## src/rtl/rf_pkg.sv

```systemverilog
// Shared register-file definitions for the writeback arbitration slice.
package rf_pkg;
  localparam int unsigned RF_ADDR_W = 3;
  localparam int unsigned RF_DATA_W = 16;
  localparam int unsigned RF_DEPTH  = 8;

  typedef struct packed {
    logic [RF_ADDR_W-1:0] addr;
    logic [RF_DATA_W-1:0] data;
  } rf_wr_t;

  typedef enum logic {
    REQ_ALU = 1'b0,
    REQ_LD  = 1'b1
  } req_id_t;
endpackage

```

## src/rtl/rr_arb2.sv

```systemverilog
// Two-input round-robin arbiter; the pointer records the last granted requester.
module rr_arb2
  import rf_pkg::*;
(
  input  logic       clk,
  input  logic       rst,
  input  logic [1:0] req,
  input  logic       advance,
  output logic [1:0] gnt
);
  req_id_t last_grant;

  always_comb begin
    gnt = '0;
    if (req[0] && (!req[1] || last_grant == REQ_LD))
      gnt[0] = 1'b1;
    else if (req[1])
      gnt[1] = 1'b1;
  end

  always_ff @(posedge clk or posedge rst) begin
    if (rst)
      last_grant <= REQ_LD;
    else if (advance)
      last_grant <= gnt[1] ? REQ_LD : REQ_ALU;
  end
endmodule

```

## src/rtl/rf_wr_arbiter.sv

```systemverilog
// Round-robin share of the register-file write port between ALU and load unit.
// Optional pending-write scoreboard enabled by defining RF_SCOREBOARD_EN.
module rf_wr_arbiter
  import rf_pkg::*;
#(
  parameter int unsigned DATA_W = RF_DATA_W,
  parameter int unsigned ADDR_W = RF_ADDR_W
) (
  input  logic                     clk,
  input  logic                     rst,
  input  logic                     req0_valid,
  input  logic [ADDR_W-1:0]        req0_addr,
  input  logic [DATA_W-1:0]        req0_data,
  output logic                     req0_ready,
  input  logic                     req1_valid,
  input  logic [ADDR_W-1:0]        req1_addr,
  input  logic [DATA_W-1:0]        req1_data,
  output logic                     req1_ready,
  output logic                     rf_wr_en,
  output logic [ADDR_W-1:0]        rf_wr_addr,
  output logic [DATA_W-1:0]        rf_wr_data,
  input  logic                     iss_valid,
  input  logic [ADDR_W-1:0]        iss_addr,
  input  logic [ADDR_W-1:0]        chk0_addr,
  input  logic [ADDR_W-1:0]        chk1_addr,
  output logic                     chk0_busy,
  output logic                     chk1_busy,
  output logic [(1<<ADDR_W)-1:0]   pending
);
  logic [1:0] gnt;
  logic       xfer;

  rr_arb2 u_arb (
    .clk     (clk),
    .rst     (rst),
    .req     ({req1_valid, req0_valid}),
    .advance (xfer),
    .gnt     (gnt)
  );

  // A grant is only ever given to a valid requester, so any grant is a transfer.
  assign xfer       = |gnt;
  assign req0_ready = gnt[0];
  assign req1_ready = gnt[1];

  always_ff @(posedge clk or posedge rst) begin
    if (rst) begin
      rf_wr_en   <= 1'b0;
      rf_wr_addr <= '0;
      rf_wr_data <= '0;
    end else begin
      rf_wr_en <= xfer;
      if (gnt[0]) begin
        rf_wr_addr <= req0_addr;
        rf_wr_data <= req0_data;
      end else if (gnt[1]) begin
        rf_wr_addr <= req1_addr;
        rf_wr_data <= req1_data;
      end
    end
  end

`ifdef RF_SCOREBOARD_EN
  // The set is written after the clear so a same-address collision leaves the bit set.
  always_ff @(posedge clk or posedge rst) begin
    if (rst) begin
      pending <= '0;
    end else begin
      if (rf_wr_en)
        pending[rf_wr_addr] <= 1'b0;
      if (iss_valid)
        pending[iss_addr] <= 1'b1;
    end
  end

  assign chk0_busy = pending[chk0_addr];
  assign chk1_busy = pending[chk1_addr];
`else
  logic unused_iss;
  assign unused_iss = ^{iss_valid, iss_addr, chk0_addr, chk1_addr};
  assign pending    = '0;
  assign chk0_busy  = 1'b0;
  assign chk1_busy  = 1'b0;
`endif
endmodule

```

## config.mk

```make
export PLATFORM = sky130hd
export DESIGN_NAME = rf_wr_arbiter
export DESIGN_NICKNAME = d
export VERILOG_FILES = /design/src/rtl/rf_pkg.sv /design/src/rtl/rr_arb2.sv /design/src/rtl/rf_wr_arbiter.sv
export SDC_FILE = /design/constraint.sdc
export NUM_CORES = 1
export LEC_CHECK = 0
export CAP_MARGIN = 30
export CORE_AREA = 3 3 64 66
export CTS_CLUSTER_SIZE = 28
export DETAILED_ROUTE_END_ITERATION = 10
export DIE_AREA = 0 0 67 69
export PLACE_DENSITY = 0.77
export SLEW_MARGIN = 10
export SYNTH_ARGS = -nofsm -noshare
export SYNTH_HDL_FRONTEND = slang
export SYNTH_SLANG_ARGS = --single-unit
export TNS_END_PERCENT = 5
```

## constraint.sdc

```tcl
create_clock -name clk -period 1.5 [get_ports clk]
set_clock_uncertainty 0.15 [all_clocks]
set_input_delay 0.15 -clock clk [delete_from_list [all_inputs] [get_ports clk]]
set_output_delay 0.15 -clock clk [all_outputs]
set_load 0.05 [all_outputs]
```

==> out/qor.csv, run 1 <==
metric,value,unit
met1 usage,0.201,
largest net degree at the start of global routing,25,
Die Y,69,um
# IOs,84,
"Reg clk slew, reported paths",0.08,ns
GRT Overall Usage,0.162,
layout cell share with drive strength beyond 1,0.379,
Chip Width,67,um
"non-filler cells, final",230,
crit share post-route,1.06,
Yosys reg bits,21,
switch share,0.357,
Clk pwr share,0.166,
DRT iter0 DRCs,64,
Critical Path End Type,output port,
hold_buf cts,0,
post-route ant nets,0,
final wirelength,3.81,mm
Synth Area in Adders,0,
Area Overhead vs Synth,84.5,%
Final Hold Fails,0,
die area,0.00462,mm^2
vias in the first global route,1215,
Critical Path Start Type,flop,
core area,0.00363,mm^2
synth warn,0,
gpl congestion,0.621,
P_sw,770,uW
Tmin final,1.59,ns
CP Class,reg -> out,
Post-Synthesis Mean Instance Area,11.4,um^2
combinational power share,0.500,
fmax,0.627,GHz
Rows,22,
Netlist cell types,21,
Synth Instances,107,
worst vdd rail ir drop,468,uV
CTS sink cnt,21,
worst path required time,1.20,ns
Num CTS Buffers,3,
DRC viols,0,
largest family of logic cells by synthesized area,compound AO/OA/AOI/OAI gates,
post-synthesis xor/xnor area fraction,0,
Starting Density,0.337,
CTS tree,done,
complex-gate fraction of the synthesized area,0.322,
Setup WS pre-CTS,-0.171,ns
DP HPWL,2.88,mm
design area,0.00226,mm^2
CTS H-tree lvls,1,
global-route met2 utilization,0.294,
Internal,1.39,mW
failing checks,negative setup slack,
RSZ-0062 raised after global routing,yes,
synthesized area,0.00122,mm^2
GRT overflow,0,
critical path data arrival time,1.29,ns
Root Driver,clkbuf_8,
Final Max Slew Viols,0,
WL/cell,16.6,um
pwr dens,955,mW/mm^2
GR met3 Demand/Resource,0.0309,
Final WS setup,-0.0946,ns
hold crit path type,in -> async,
I/O Buffers,63,
most crowded layer after global routing,met2,
mux cell area share after synthesis,0,
via count,1139,
initial antenna violation count,0,
dpl cells,221,
Via density,4.95,
post-layout util,0.622,
post-synthesis simple-gate area fraction,0.113,
P_leak,1.00,nW
sequential share of power,0.333,
Pwr Total,2.16,mW
register area share after synthesis,0.430,
final setup violation count,20,
global-route wire length before repair,5.87,mm
# diodes,0,
status,finished with violations,
CTS max path bufs,2,
Skew-Pair Late Insertion Delay,0.25,ns
filler instances,322,
number of max-cap violations,0,
First-pass DRT Iterations,4,
Placed Instance Area,0.00214,mm^2
crit path max fanout,2,
# nets final,235,
[final timing paths]
path	from	endpoint	slack, ns	depth (start not counted)
setup / recovery	u_arb.last_grant	req0_ready	-0.09	5
hold / removal	rst	rf_wr_data[0]	0.02	2
setup reg to reg	u_arb.last_grant	rf_wr_data[12]	-0.04	5
hold reg to reg	u_arb.last_grant	u_arb.last_grant	0.44	3
max in group asynchronous	rst	rf_wr_data[10]	0.73	3
min in group clk	req1_valid	rf_wr_en	0.26	4
[cells in the mapped netlist, drive strengths merged]
cell / instances / area [um^2]
a211o: 19 / 168
a21boi: 1 / 7.51
and2b: 1 / 10.0
buf: 17 / 139
clkbuf: 3 / 11.3
conb: 1 / 3.75
dfrtp: 20 / 500
dfstp: 1 / 26.3
inv: 3 / 11.3
nand2: 1 / 3.75
nand2b: 1 / 6.26
nor2b: 18 / 113
o21ai: 1 / 5.00
o221a: 19 / 214
or2: 1 / 6.26
[cell type report]
cell class | count | area [um^2] | share of cell area
Timing Repair Buffer | 82 | 1030 | 0.455
Multi-Input combinational cell | 72 | 586 | 0.259
Inverter | 3 | 13.8 | 0.00609
Sequential cell | 21 | 527 | 0.233
Clock inverter | 1 | 5.00 | 0.00221
Clock buffer | 3 | 41.3 | 0.0183
Tap cell | 48 | 60.1 | 0.0266
[registers in the layout, summed over array words and instances, names as in the netlist]
signal and count:
rf_wr_addr 3, rf_wr_data 16, rf_wr_en 1, u_arb.last_grant 1
[critical path: stages (launching register included)]
cell and delay, ns:
dfstp_2 0.54, nand2b_4 0.14, nand2_4 0.06, buf_6 0.14
inv_4 0.05, buf_12 0.12
[per-stage QoR]
step / setup TNS [ns] / hold WS, ns
floorplan: 0 / -0.0242
global placement: -2.43 / 0.303
detailed placement: -2.99 / 0.309
CTS: -0.132 / 0.0326
global route: -1.54 / 0.0559
finish: -0.662 / 0.0238
[cell usage in the layout, fill, tap and decap left out]
| cell type | n |
|---|---|
| a211o_1 | 18 |
| a211o_2 | 1 |
| a21boi_1 | 1 |
| and2b_4 | 1 |
| buf_12 | 23 |
| buf_4 | 14 |
| buf_6 | 3 |
| buf_8 | 1 |
| clkbuf_8 | 3 |
| clkdlybuf4s50_1 | 40 |
| clkinv_2 | 1 |
| conb_1 | 10 |
| dfrtp_1 | 20 |
| dfstp_2 | 1 |
| dlymetal6s2s_1 | 1 |
| inv_1 | 2 |
| inv_4 | 1 |
| nand2_4 | 1 |
| nand2b_4 | 1 |
| nor2b_1 | 18 |
| o21ai_1 | 1 |
| o221a_1 | 1 |
| o221a_2 | 18 |
| or2_1 | 1 |
[repair_timing]
item | CTS | global route
gates resized for setup | 6 | 4
pin swaps | 0 | 1
endpoints found under the setup margin | 7 | 21
setup buffers | 4 | 1
[cells by family (layout without fill, tap and decap cells)]
kind of cell           after synthesis  after routing
and+or+nand+nor                     22             22
other                                1             10
DFF                                 21             21
buffers and inverters               23             89
AOI/OAI and AO/OA                   40             40
[per-layer routing]
metal	vias to the layer above	share of wire
met3	2	0.074
met4	0	0.0026
met2	50	0.52
li1	537	-
met5	-	0
met1	550	0.40
[power groups by stage]
stage / sequential (mW) / combinational (mW) / clock, mW
after floorplan: 0.929 / 0.316 / 0
after global placement: 0.724 / 1.02 / 0
after detailed placement: 0.729 / 1.04 / 0
after CTS: 0.718 / 1.07 / 0.372
after global routing: 0.729 / 1.13 / 0.397
final: 0.718 / 1.08 / 0.359
Note: power is estimated with default switching activity, not from simulation.
==> run 2, diff against run 1 <==
- GPL_ROUTABILITY_DRIVEN: unset -> 0
- SLEW_MARGIN: 10 -> 20
==> results of run 2 <==
No change in the layout: final DEF, timing and power equal those of run 1.
==> run 3, diff against run 2 <==
- CORE_AREA: 3 3 64 66 -> 3 3 61 63
- DIE_AREA: 0 0 67 69 -> 0 0 64 66
- PLACE_DENSITY: 0.77 -> 0.84
- clock period: 1.5 -> 1.9 ns (I/O delays scaled with it)
==> run 3 against run 2 <==
Against the previous run:
- routed wire length down 9.4%
- count of clock-buffer cells in the layout up 1
- non-clock buffer count down 8
- sequential power down 25%
- flip-flop and latch count unchanged
- first-iteration DRC count up 1.6%
- via count down 2.6%
- global-route usage up 0.27 points
- clock power down 41%
- the run now ends clean
- design area down 13%
- setup slack better by 0.17 ns
- cell count down 4.3%
==> out/qor.csv, run 3 (same netlist as run 1, synthesis figures left out) <==
metric,value,unit,change
"non-filler cells, final",220,,-4.3%
final wirelength,3.46,mm,-9.4%
GRT overflow,0,,unchanged
crit path buf inv count,1,,-2
status,"complete, no violations",,
final setup violation count,0,,-100%
multi-input logic area,581,um^2,-0.85%
CTS sink cnt,21,,unchanged
Die Y,66,um,-4.3%
DRC viols,0,,unchanged
RSZ-0062 raised after global routing,no,,
First-pass DRT Iterations,4,,unchanged
Reg area,527,um^2,unchanged
WL/cell,15.7,um,-5.3%
CTS tree,done,,
P_leak,0.831,nW,-17%
Num CTS Buffers,3,,unchanged
worst vdd rail ir drop,322,uV,-31%
GRT Overall Usage,0.165,,+0.00267
Final Max Slew Viols,0,,unchanged
"Most flops, register",rf_wr_data,,
dpl cells,214,,-3.2%
I/O Buffers,63,,unchanged
combinational power share,0.486,,-0.014
top flop regs,"rf_wr_data: 16 flops, rf_wr_addr: 3 flops",,
CTS max path bufs,2,,unchanged
Critical Path Start Type,flop,,
# IOs,84,,unchanged
critical path data arrival time,1.49,ns,+0.20 ns
layout cell share with drive strength beyond 1,0.224,,-0.155
DRT iter0 DRCs,65,,+1.6%
Critical Path End Type,output port,,
DP HPWL,2.53,mm,-12%
filler instances,290,,-9.9%
number of max-cap violations,0,,unchanged
highest-count cells in the layout ignoring fill and taps,"clkdlybuf4s50_1, dfrtp_1, nor2b_1, a211o_1, o221a_2",,
"slowest stage cell, crit path",clkdlybuf4s50_1,,
Tmin final,1.83,ns,
largest net degree at the start of global routing,21,,-16%
"Reg clk slew, reported paths",0.12,ns,+0.04 ns
Placed Instance Area,0.00190,mm^2,-11%
Pwr Total,1.46,mW,-32%
core area,0.00328,mm^2,-9.6%
Final WS setup,0.0742,ns,+0.169 ns
hold crit path type,reg -> reg,,
P_sw,558,uW,-28%
Clk pwr share,0.146,,-0.020
vias in the first global route,1169,,-3.8%
CP cell instances,clkdlybuf4s50_1,,
initial antenna violation count,0,,unchanged
post-route ant nets,0,,unchanged
crit share post-route,0.961,,
Final Hold Fails,0,,unchanged
Skew-Pair Late Insertion Delay,0.30,ns,+0.05 ns
"most common cell after layout, fill and taps aside",clkdlybuf4s50_1,,
CP top delay family,buffers and inverters,,
"slowest stage delay, CP",0.82,ns,+0.28 ns
setup TNS,0,ns,+0.662 ns
Area Overhead vs Synth,60.7,%,
crit path max fanout,2,,unchanged
die area,0.00422,mm^2,-8.6%
switch share,0.383,,+0.0259
Worst-Margin Slew,0.521,ns,
Chip Width,64,um,-4.5%
max reg flops,16,,unchanged
Internal,899,uW,-35%
fmax,0.548,GHz,
CP Class,reg -> out,,
# nets final,227,,-3.4%
# diodes,0,,unchanged
CTS H-tree lvls,1,,unchanged
Root Driver,clkbuf_4,,
Starting Density,0.373,,+0.0358
worst path required time,1.56,ns,+0.36 ns
global-route wire length before repair,5.41,mm,-7.8%
sequential share of power,0.367,,+0.034
Setup WS pre-CTS,0.0840,ns,+0.255 ns
Rows,21,,-4.5%
design area,0.00197,mm^2,-13%
via count,1109,,-2.6%
pwr dens,740,mW/mm^2,-22%
Via density,5.04,,+1.8%
Slew HR,0.651,,
## run 3: cell count changes in the layout (fill, tap and decap cells not counted), sizes merged
cell           delta
buf              -30
clkbuf            +2
clkdlybuf4s50    +21
clkinv            -1
dlygate4sd3       +1
dlymetal6s2s      -1
## run 3: metrics by stage
step           hold slack, ns  utilization
2_1_floorplan          0.0158            -
3_3_place_gp            0.305        0.578
3_5_place_dp            0.334        0.578
5_1_grt                 0.358        0.599
6_report                0.353        0.599
4_1_cts               0.00487        0.586
## run 3: what timing repair did
| item | 4_1_cts | 5_1_grt |
|---|---|---|
| endpoints found under the setup margin | 0 | 1 |
| hold buffers | 0 | 1 |
| buffers inserted | 0 | 0 |
| resized for setup | 0 | 2 |
| hold endpoints to repair | 0 | 1 |
## run 3: power groups by stage
stage | Combinational (mW) | Sequential, mW | Clock, mW
2_1_floorplan | 0.250 | 0.734 | 0
3_5_place_dp | 0.692 | 0.544 | 0
6_report | 0.708 | 0.535 | 0.213
3_3_place_gp | 0.681 | 0.539 | 0
5_1_grt | 0.742 | 0.544 | 0.238
4_1_cts | 0.695 | 0.536 | 0.230
## run 3: worst paths after layout
path,start,endpoint,slack (ns),cells after the start
setup / recovery,rf_wr_data[14],rf_wr_data[14],0.07,1
hold / removal,u_arb.last_grant,u_arb.last_grant,0.35,2
setup reg to reg,u_arb.last_grant,rf_wr_data[11],0.41,4
hold reg to reg,u_arb.last_grant,u_arb.last_grant,0.35,2
max in group asynchronous,rst,rf_wr_data[14],0.54,4
min in group asynchronous,rst,rf_wr_data[4],0.55,3
## run 3: routing by layer
| metal | share of wire | GRT usage |
|---|---|---|
| met5 | 0 | 0 |
| met4 | 0.0061 | 0.0566 |
| met1 | 0.40 | 0.177 |
| met2 | 0.51 | 0.307 |
| met3 | 0.085 | 0.0442 |
## run 3: cell type report
cell class              count  area share
inverters                   3     0.00572
multi-input cells          72       0.295
flip-flops and latches     21       0.268
repair buffers             74       0.389
well taps                  46      0.0292
clock buffers               4      0.0134
